## src/rtl/keypad_cursor.sv

```systemverilog
// -----------------------------------------------------------------------------
// keypad_cursor
// Front end of the calculator. Five raw push buttons are synchronized,
// debounced and edge-detected. The four direction buttons move a cursor over a
// 4x6 on-screen keypad. The centre button selects the highlighted key: its code
// appears on val together with a one-cycle strobe on button.
//
// Ports
//   clk         in   1  system clock
//   rst         in   1  synchronous, active-high reset
//   btn_up      in   1  raw button, asynchronous, active-high
//   btn_down    in   1  raw button, asynchronous, active-high
//   btn_left    in   1  raw button, asynchronous, active-high
//   btn_right   in   1  raw button, asynchronous, active-high
//   btn_center  in   1  raw button, asynchronous, active-high (select key)
//   val         out  5  code of last selected key ([4]=0 hex digit, [4]=1 command)
//   button      out  1  one-cycle strobe, coincident with a val update
//   cursor_row  out  2  cursor row 0..3
//   cursor_col  out  3  cursor column 0..5
// -----------------------------------------------------------------------------
module keypad_cursor #(
  parameter int DEBOUNCE_CYCLES = 1_000_000  // must be >= 2
) (
  input  logic       clk,
  input  logic       rst,
  input  logic       btn_up,
  input  logic       btn_down,
  input  logic       btn_left,
  input  logic       btn_right,
  input  logic       btn_center,
  output logic [4:0] val,
  output logic       button,
  output logic [1:0] cursor_row,
  output logic [2:0] cursor_col
);

  localparam int CW = $clog2(DEBOUNCE_CYCLES);
  localparam logic [CW-1:0] CNT_MAX = CW'(DEBOUNCE_CYCLES - 1);

  // Bit positions of the buttons in the packed vectors below.
  localparam int B_UP     = 0;
  localparam int B_DOWN   = 1;
  localparam int B_LEFT   = 2;
  localparam int B_RIGHT  = 3;
  localparam int B_CENTER = 4;

  localparam logic [1:0] ROW_MAX = 2'd3;
  localparam logic [2:0] COL_MAX = 3'd5;

  logic [4:0]    btn_raw;
  logic [4:0]    sync1_q, sync2_q;
  logic [4:0]    stable_q, stable_d;
  logic [4:0]    stable_prev_q;
  logic [4:0]    press_q;
  logic [CW-1:0] cnt_q [5];
  logic [CW-1:0] cnt_d [5];

  logic [1:0]    row_q, row_d;
  logic [2:0]    col_q, col_d;
  logic [4:0]    val_q, val_d;
  logic          button_q, button_d;

  assign btn_raw = {btn_center, btn_right, btn_left, btn_down, btn_up};

  // Row-major keypad: columns 0..3 are hex digits row*4+col, columns 4/5 are
  // the two command keys of each row.
  function automatic logic [4:0] keymap(input logic [1:0] r, input logic [2:0] c);
    logic [4:0] code;
    code = 5'b0_0000;
    if (c < 3'd4) begin
      code = {1'b0, r, c[1:0]};
    end else begin
      case ({r, c[0]})
        3'b000:  code = 5'b1_0000;  // ADD
        3'b001:  code = 5'b1_0001;  // SUB
        3'b010:  code = 5'b1_0010;  // MUL
        3'b011:  code = 5'b1_0100;  // AND
        3'b100:  code = 5'b1_0101;  // OR
        3'b101:  code = 5'b1_0110;  // CE
        3'b110:  code = 5'b1_0011;  // EXE
        default: code = 5'b1_0111;  // CLR
      endcase
    end
    return code;
  endfunction

  // Debounce: the counter only runs while the synced input disagrees with the
  // stable level; any agreeing cycle throws away the progress made so far.
  always_comb begin
    // NOTE: every combinational output gets a default first so no path can
    // leave it unassigned and infer a latch.
    stable_d = stable_q;
    for (int i = 0; i < 5; i++) begin
      cnt_d[i] = cnt_q[i];
      if (sync2_q[i] == stable_q[i]) begin
        cnt_d[i] = '0;
      end else if (cnt_q[i] == CNT_MAX) begin
        stable_d[i] = sync2_q[i];
        cnt_d[i]    = '0;
      end else begin
        cnt_d[i] = cnt_q[i] + CW'(1);
      end
    end
  end

  // Cursor moves and key selection act on the registered press pulses.
  // Opposing presses in the same cycle cancel; the centre key samples the
  // cursor before any move that happens on the same edge.
  always_comb begin
    row_d    = row_q;
    col_d    = col_q;
    val_d    = val_q;
    button_d = press_q[B_CENTER];

    if (press_q[B_UP] && !press_q[B_DOWN]) begin
      row_d = (row_q == 2'd0) ? ROW_MAX : row_q - 2'd1;
    end else if (press_q[B_DOWN] && !press_q[B_UP]) begin
      row_d = (row_q == ROW_MAX) ? 2'd0 : row_q + 2'd1;
    end

    if (press_q[B_LEFT] && !press_q[B_RIGHT]) begin
      col_d = (col_q == 3'd0) ? COL_MAX : col_q - 3'd1;
    end else if (press_q[B_RIGHT] && !press_q[B_LEFT]) begin
      col_d = (col_q == COL_MAX) ? 3'd0 : col_q + 3'd1;
    end

    if (press_q[B_CENTER]) begin
      val_d = keymap(row_q, col_q);
    end
  end

  always_ff @(posedge clk) begin
    if (rst) begin
      sync1_q       <= '0;
      sync2_q       <= '0;
      stable_q      <= '0;
      stable_prev_q <= '0;
      press_q       <= '0;
      for (int i = 0; i < 5; i++) cnt_q[i] <= '0;
      row_q         <= '0;
      col_q         <= '0;
      val_q         <= '0;
      button_q      <= 1'b0;
    end else begin
      // NOTE: non-blocking assignments make every register see the values
      // from before this edge, which is what keeps the synchronizer two deep.
      sync1_q       <= btn_raw;
      sync2_q       <= sync1_q;
      stable_q      <= stable_d;
      stable_prev_q <= stable_q;
      // Rising edge of the stable level only; releases never produce events.
      press_q       <= stable_q & ~stable_prev_q;
      for (int i = 0; i < 5; i++) cnt_q[i] <= cnt_d[i];
      row_q         <= row_d;
      col_q         <= col_d;
      val_q         <= val_d;
      button_q      <= button_d;
    end
  end

  assign val        = val_q;
  assign button     = button_q;
  assign cursor_row = row_q;
  assign cursor_col = col_q;

endmodule

```

## config.mk

```make
export PLATFORM = sky130hd
export DESIGN_NAME = keypad_cursor
export DESIGN_NICKNAME = d
export VERILOG_FILES = /design/src/rtl/keypad_cursor.sv
export SDC_FILE = /design/constraint.sdc
export NUM_CORES = 1
export LEC_CHECK = 0
export CAP_MARGIN = 20
export CORE_UTILIZATION = 55
export CTS_CLUSTER_DIAMETER = 50
export DETAILED_ROUTE_END_ITERATION = 10
export GPL_ROUTABILITY_DRIVEN = 0
export GPL_TIMING_DRIVEN = 0
export PLACE_DENSITY = 0.8
export SLEW_MARGIN = 20
export SYNTH_ARGS = -nofsm -noshare
export SYNTH_HDL_FRONTEND = slang
export SYNTH_SLANG_ARGS = --single-unit
```

## constraint.sdc

```tcl
create_clock -name clk -period 1.93 [get_ports clk]
set_input_delay 0.193 -clock clk [delete_from_list [all_inputs] [get_ports clk]]
set_output_delay 0.193 -clock clk [all_outputs]
set_load 0.02 [all_outputs]
```

# [Word-level counts from Yosys, hierarchy flattened]
# Memories as Yosys holds them, arrays and structs flattened.
# Index checks and enable logic that the tools add are counted.
[word_totals] mem_count=1 ramBits=100 regBits=36 word_cells=100 out_inout_bits=11
[classes] magnitude_cmp=1 n_mux=28 n_bitwise=12 n_eq_ne=18 addsub=9 reduce_logical=18
[mem_list] memory="cnt_q" words=5 word_bits=20 rd=5 rd_ports_with_merged_regs=0 wr=5 line_no="55" rtl="logic [CW-1:0] cnt_q [5];"
[ops] cell="$mux 20" count=15
[ops] cell="$add 20x1->20 const B" count=5
[ops] cell="$eq 20x20->1 const B" count=5
[ops] cell="$pmux 3 s7" count=1
[ops] cell="$eq 3x3->1 const B" count=4
[ops] cell="$mux 3" count=4
[ops] cell="$reduce_and 2->1" count=5
[ops] cell="$mux 2" count=4
[ops] cell="$eq 3x2->1 const B" count=2
[ops] cell="$logic_not 3->1" count=2
[ops] cell="$and 5x5->5" count=1
[ops] cell="$eq 1x1->1" count=5
[ops] cell="$mux 5" count=1
[ops] cell="$not 1->1" count=5
[ops] cell="$not 5->5" count=1
[ops] cell="$or 1x1->1" count=5
[ops] cell="$logic_and 1x1->1" count=4
[ops] cell="$logic_not 1->1" count=4
[ops] cell="$reduce_bool 2->1" count=2
[ops] cell="$add 3x1->3 const B" count=1
[ops] cell="$eq 3x1->1 const B" count=1
[ops] cell="$lt 3x3->1 const B" count=1
[ops] cell="$mux 1" count=3
[ops] cell="$sub 3x1->3 const B" count=1
[ops] cell="4 further kinds" count=4

# [Longest topological paths before layout]
# Gate-level depths: netlist (run 1).
# An unclocked memory read counts as a cell.
[depth] ltp_word=5 depth_mapped=7 ltp_nobuf=5

# [Worst setup path after synthesis (run 1)]
# OpenSTA, ideal clock, no wires.
[synth_timing] path_kind="register -> register" startpoint="memory cnt_q[0][80] (netlist name)" endpoint="memory cnt_q[0][98] (netlist name)" setup_time_ns=0.066 path_stages_with_launch=7 slack_ns=-0.031 synth_period_minus_slack_ns=1.961 t_arrival_ns=1.895 n_path_buf=1 cell_sequence="dfxtp_1 -> ha_1 -> nand2_1 -> or4_1 -> buf_2 -> or4_4 -> a21oi_2"
[synth_lines] item="start: declaration" line_no="55"

==> results_dict.tcl, run 1 <==
set metrics [dict create \
    setup_violations 41 \
    period_needed_ns 1.999 \
    yosys_register_bits 136 \
    drive_above_1_share_pct 20.22 \
    wl_mm 13.06 \
    syn_to_final_growth_pct 24.70 \
    grt_max_degree 17 \
    p_per_area_nw_per_um2 890.7 \
    ir_worst_vdd_mv 0.6437 \
    slew_violations 0 \
    drt-initial-drc-count 254 \
    dieArea_um2 11060 \
    synth_compound_area_share_pct 10.03 \
    clkSlewWorstSetupHoldPaths_ns 0.06 \
    grt_pass1_wl_mm 21.51 \
    dr.pass1.iters 5 \
    io_buffers 16 \
    end_kind "register" \
    postRouteAntennaNets 0 \
    required_ns 2.35 \
    synth_xor_area_share_pct 9.728 \
    maxCapViolations 0 \
    io_pins 18 \
    dp_hpwl_mm 7.922 \
    rows 37 \
    ys_warn_count 0 \
    syn-mean-instance-area_um2 8.773 \
    synthAdderAreaFrac_pct 2.138 \
    cp.arrival_ns 2.42 \
    dieHeight_um 105.2 \
    drc 0 \
    fin_nets 736 \
    gr-usage-all-layers_pct 24.42 \
    reg2reg_to "cnt_q[0][56]$_SDFF_PP0_" \
    worst_pin_slew_ns 0.6295 \
    fin_area_um2 7297 \
    muxShareOfSynthArea_pct 0.3421 \
    vias_per_cell 5.709 \
    instances_no_fill 868 \
    whs_ns 0.1115 \
    cp_max_fo 5 \
    synthSimpleGateAreaFrac_pct 27.58 \
    clock-sinks 136 \
    die_x_um 105.2 \
    yosysSeqAreaShare_pct 46.53 \
    period_share_pct 103.6 \
    worstHoldEndpoint "sync2_q[0]$_SDFF_PP0_" \
    vias 4955 \
    holdCritPathClass "primary input to register" \
    cts_tree "done" \
    p_leak_nw 2.257 \
    synth_edf_count 0 \
    reg2reg_from "cnt_q[0][53]$_SDFF_PP0_" \
    fin_util_pct 70.68 \
    violations "setup timing" \
    crit_path_start_kind "register" \
    wl_per_cell_um 15.05 \
    initial_core_util_pct 56.68 \
    synthFlopType "dfxtp_1" \
    fmax_ghz 0.5002 \
    hold_viol_final 0 \
    synth_top_family_by_area "simple AND/OR/NAND/NOR gates" \
    tritoncts.num_buffers 17 \
    slew_headroom_pct 58.03 \
    status "finished, violations left" \
    grt_pass1_vias 4865 \
    core_area_um2 10320 \
    syn-cell-area_um2 5852 \
    dp_cells 819 \
    placed_cell_area_um2 6187 \
    clock_latency_ns 0.55 \
    cts_htree_levels 4 \
    r2r_cells 5 \
    synth_cell_types 48 \
    antenna_found_initial 0 \
    clock_path_buffers 2 \
    rsz0062_at_grt "true" \
    r2r_setup_slack_ns -0.07 \
    critical_path_class "register to register" \
    synth_nets 684 \
    overflow 0 \
    antenna_cells 0 \
    tns_ns -1.505 \
    netlist_instances 667 \
    cts_root_buffer "clkbuf_8" \
    finClkSkew_ns 0.009504 \
    synth-async-reset-ratio_pct 0 \
    holdCritStartpoint "rst" \
    worst_slack_ns -0.06928 \
    hold_depth 2 \
]
sequential cells by signal, summed over array words and instances (netlist names):
register / flops
cnt_q: 100
press_q: 5
stable_prev_q: 5
stable_q: 5
sync1_q: 5
sync2_q: 5
val: 5
cursor_col: 3
cursor_row: 2
button: 1
metrics by stage:
| stage | power, mW | worst slack (ns) |
|---|---|---|
| after floorplan | 2.928 | 0.02291 |
| after global placement | 2.952 | -0.1984 |
| after detailed placement | 2.955 | -0.2601 |
| after CTS | 6.533 | -0.06566 |
| after global routing | 6.659 | -0.1135 |
| final | 6.500 | -0.06928 |
Yosys cell counts, types with 2 or more instances:
master / number / area, µm²
a21oi_1: 43 / 215.2
nor3_1: 15 / 75.07
and3_1: 10 / 62.56
or3_1: 22 / 137.6
nor4_1: 8 / 50.05
a211oi_1: 4 / 30.03
clkbuf_1: 15 / 56.30
nor2b_1: 21 / 131.4
buf_2: 8 / 40.04
or2_2: 2 / 12.51
or4_4: 2 / 22.52
and4_1: 5 / 43.79
and2_1: 5 / 31.28
nand4_1: 20 / 125.1
nor4b_1: 6 / 52.55
nand2b_1: 2 / 12.51
xnor2_1: 39 / 341.6
inv_1: 29 / 108.9
nand3_1: 35 / 175.2
o31ai_1: 14 / 105.1
o21a_1: 2 / 15.01
xor2_1: 26 / 227.7
or4_1: 19 / 142.6
o21ai_1: 3 / 15.01
o21ba_2: 2 / 20.02
nor2_1: 84 / 315.3
dfxtp_1: 136 / 2723
or4b_1: 2 / 20.02
or3_2: 3 / 22.52
nor3b_1: 2 / 15.01
nand2_1: 30 / 112.6
o21ai_0: 27 / 135.1
mux2i_1: 2 / 20.02
ha_1: 10 / 125.1
critical path, stage by stage, from the launching register on:
cell and delay [ns]:
dfxtp_2 0.32, or4_1 0.52, or4_4 0.55, o21ai_4 0.26, buf_6 0.18, a21oi_1 0.05
worst max path at each step:
stage	from	endpoint	depth (start not counted)
3_3_place_gp	cnt_q[0][0]$_SDFF_PP0_	cnt_q[0][15]$_SDFF_PP0_	6
4_1_cts	cnt_q[0][88]$_SDFF_PP0_	cnt_q[0][97]$_SDFF_PP0_	5
3_5_place_dp	cnt_q[0][0]$_SDFF_PP0_	cnt_q[0][8]$_SDFF_PP0_	6
2_1_floorplan	cnt_q[0][80]$_SDFF_PP0_	cnt_q[0][98]$_SDFF_PP0_	6
6_report	cnt_q[0][53]$_SDFF_PP0_	cnt_q[0][56]$_SDFF_PP0_	5
5_1_grt	cnt_q[0][81]$_SDFF_PP0_	cnt_q[0][94]$_SDFF_PP0_	6
routing by layer:
metal	part of all wire, %	vias to the layer above	wire length, µm	GRT usage (%)
met1	42	2379	5467	26.89
met3	4.4	23	580	6.114
met5	0	-	0	0
met2	52	104	6782	44.37
met4	1.8	0	233	10.36
li1	-	2449	-	-
power by group:
group	switching [mW]	internal (mW)	leakage, nW
clock network	1.20	2.39	0.322
registers	0.00786	2.82	1.11
logic	0.0521	0.0385	0.826
cell usage in the layout, fill, tap and decap left out, drive strengths merged, types with 3 or more instances in the layout:
cell type	count
nor2	84
nor3	15
clkbuf	29
and3	11
xnor2	39
a211oi	4
nand2	30
a21oi	44
nor2b	21
dfxtp	136
or4b	3
and4	5
bufinv	6
buf	32
clkinv	6
nor4	8
nand3	36
o31ai	14
o21ai	31
or4	21
nand4	20
xor2	26
or3	25
inv	29
ha	10
nor4b	6
and2	5
clkdlybuf4s50	16
cell type report:
class,count,area (µm²)
Buffer,22,136.4
Clock buffer,19,431.7
Clock inverter,13,225.2
Fill cell,738,3027
Inverter,29,108.9
Multi-Input combinational cell,477,3144
Sequential cell,136,2755
Tap cell,136,170.2
Timing Repair Buffer,36,325.3
repair_timing:
item | CTS | global route
hold buffers | 0 | 0
pin swaps | 25 | 10
setup endpoints to repair | 71 | 88
resized for setup | 58 | 53
hold endpoints to repair | 0 | 0
buffers inserted | 8 | 8
gates cloned | 4 | 0
logic make-up after synthesis:
family	after synthesis
AND/OR/NAND/NOR	299
adder cells (fa/ha/maj)	10
XOR/XNOR	65
flip-flops	136
AO/OA/AOI/OAI	101
buffers and inverters	54
multiplexers	2
Note: power is estimated with default switching activity, not from simulation.
==> run 2: changes to the inputs <==
==> constraint.sdc (replaced) <==
create_clock -name clk -period 1.93 [get_ports clk]
set_input_delay 0.386 -clock clk [delete_from_list [all_inputs] [get_ports clk]]
set_output_delay 0.386 -clock clk [all_outputs]
set_load 0.02 [all_outputs]
==> run 2 against run 1 <==
- the flow still finishes with violations (setup timing)
- total power is essentially flat
- global-route usage is the same
- combinational power shrank 0.7%
- clock power is essentially flat
- via count shrank 0.14%
- clock-buffer cell count is the same
- sequential share of layout area grew 0.17 points
- critical path depth is the same
- sequential power is essentially flat
- largest cell class unchanged
- highest routed layer unchanged
==> results_dict.tcl, run 2 (synthesis gave the netlist of run 1 again) <==
set metrics [dict create \
    status "finished, violations left" \
    violations "setup timing" \
    crit_path_start_kind "register" \
    initial_core_util_pct 56.68 \
    wl_per_cell_um 14.94 \
    critical_path_class "register to register" \
    required_ns 2.35 \
    antenna_cells 0 \
    hold_depth 2 \
    drc 0 \
    p_per_area_nw_per_um2 894.4 \
    cts_htree_levels 4 \
    clock_latency_ns 0.54 \
    largest_reg_flops 100 \
    slew_violations 0 \
    hold_viol_final 0 \
    cp_max_fo 5 \
    holdCritPathClass "primary input to register" \
    grt_max_degree 17 \
    final_common_cell "dfxtp_1" \
    tritoncts.num_buffers 17 \
    p_leak_nw 2.333 \
    placed_cell_area_um2 6187 \
    dp_hpwl_mm 7.922 \
    cts_root_buffer "clkbuf_8" \
    period_share_pct 103.6 \
    clock_path_buffers 2 \
    cts_tree "done" \
    drt-initial-drc-count 221 \
    dieHeight_um 105.2 \
    vias_per_cell 5.707 \
    clock-sinks 136 \
    cp_slowest_stage_delay_ns 0.55 \
    worst_slack_ns -0.06997 \
    finClkSkew_ns 0.006447 \
    setup_violations 41 \
    maxCapViolations 0 \
    rsz0062_at_grt "true" \
    io_pins 18 \
    fmax_ghz 0.5000 \
    io_buffers 16 \
    fin_util_pct 70.33 \
    tns_ns -1.899 \
    slew_headroom_pct 57.63 \
    die_x_um 105.2 \
    rows 37 \
    top_register "cnt_q" \
    clkSlewWorstSetupHoldPaths_ns 0.06 \
    dr.pass1.iters 4 \
    fin_area_um2 7261 \
    pre_cts_ws_ns -0.2601 \
    antenna_found_initial 0 \
    vias 4948 \
    grt_pass1_vias 4873 \
    gr-usage-all-layers_pct 24.42 \
    overflow 0 \
    ir_worst_vdd_mv 0.5900 \
    n_fill_cell 754 \
    wl_mm 12.95 \
    end_kind "register" \
    cp.arrival_ns 2.42 \
    fin_nets 735 \
    core_area_um2 10320 \
    slowest_stage "or4_4" \
    syn_to_final_growth_pct 24.08 \
    period_needed_ns 2.000 \
    most-common-layout-cells "dfxtp_1, nor2_1, xnor2_1" \
    dieArea_um2 11060 \
    worst_pin_slew_ns 0.6355 \
    r2r_cells 5 \
    drive_above_1_share_pct 19.02 \
    postRouteAntennaNets 0 \
    crit_chain "or4_1 -> or4_4 -> o21ai_4 -> buf_6 -> a21oi_1" \
    grt_pass1_wl_mm 21.45 \
]
-- run 2: cell types whose count changed in the layout (fill, tap and decap cells not counted), moves of 3 or more --
cell / change
dfxtp_2: -4
dlygate4sd2_1: +4
dlymetal6s2s_1: +3
clkdlybuf4s50_1: -7
dfxtp_1: +3
-- run 2: cell type report --
type / count / area, µm² / area share [%]
multi-input combinational: 477 / 3110 / 42.84
sequential: 136 / 2754 / 37.93
timing repair buffer: 36 / 327.8 / 4.515
clock buffer: 19 / 431.7 / 5.945
clock inverter: 13 / 225.2 / 3.102
buffer: 21 / 132.6 / 1.827
tap: 136 / 170.2 / 2.344
inverter: 29 / 108.9 / 1.499
-- run 2: layer usage --
layer  GRT usage (%)  up-vias  part of all wire, %
met3           6.114       29                  4.7
met2           44.04      107                   51
met5               0        -                    0
met4           11.67        0                  2.2
li1                -     2452                    -
met1           26.66     2360                   42
-- run 2: worst max-delay path, delay by kind of cell, from the launching register on --
family	cells	cell delay (ns)
AO/OA/AOI/OAI	2	0.31
AND/OR/NAND/NOR	2	1.07
flip-flops	1	0.32
buffers and inverters	1	0.18
-- run 2: timing repair --
| action | 4_1_cts | 5_1_grt |
|---|---|---|
| pin swaps | 23 | 8 |
| setup buffers | 8 | 8 |
| setup endpoints to repair | 75 | 90 |
| gates resized for setup | 59 | 48 |
| cloned | 4 | 0 |
| hold buffers | 0 | 0 |
-- run 2: report_power, final --
part	internal [mW]	leakage, nW	switching (mW)
clock	2.39	0.322	1.19
sequential	2.82	1.11	0.00790
combinational	0.0385	0.903	0.0515
total	5.24	2.33	1.25
-- run 2: final timing paths --
path	start	end	slack [ns]
worst max-delay path	cnt_q[0][53]$_SDFF_PP0_	cnt_q[0][56]$_SDFF_PP0_	-0.07
worst min-delay path	rst	sync2_q[0]$_SDFF_PP0_	0.31
worst max register to register	cnt_q[0][53]$_SDFF_PP0_	cnt_q[0][56]$_SDFF_PP0_	-0.07
worst min register to register	stable_prev_q[1]$_SDFF_PP0_	press_q[1]$_SDFF_PP0_	0.38
-- run 2: through the flow --
stage	power (mW)	cells	hold WS, ns
final	6.494	867	0.3084
after global routing	6.657	867	0.3344
after CTS	6.528	863	0.2746
after detailed placement	2.955	819	0.3762
after global placement	2.952	819	0.3720
after floorplan	2.928	667	0.3674
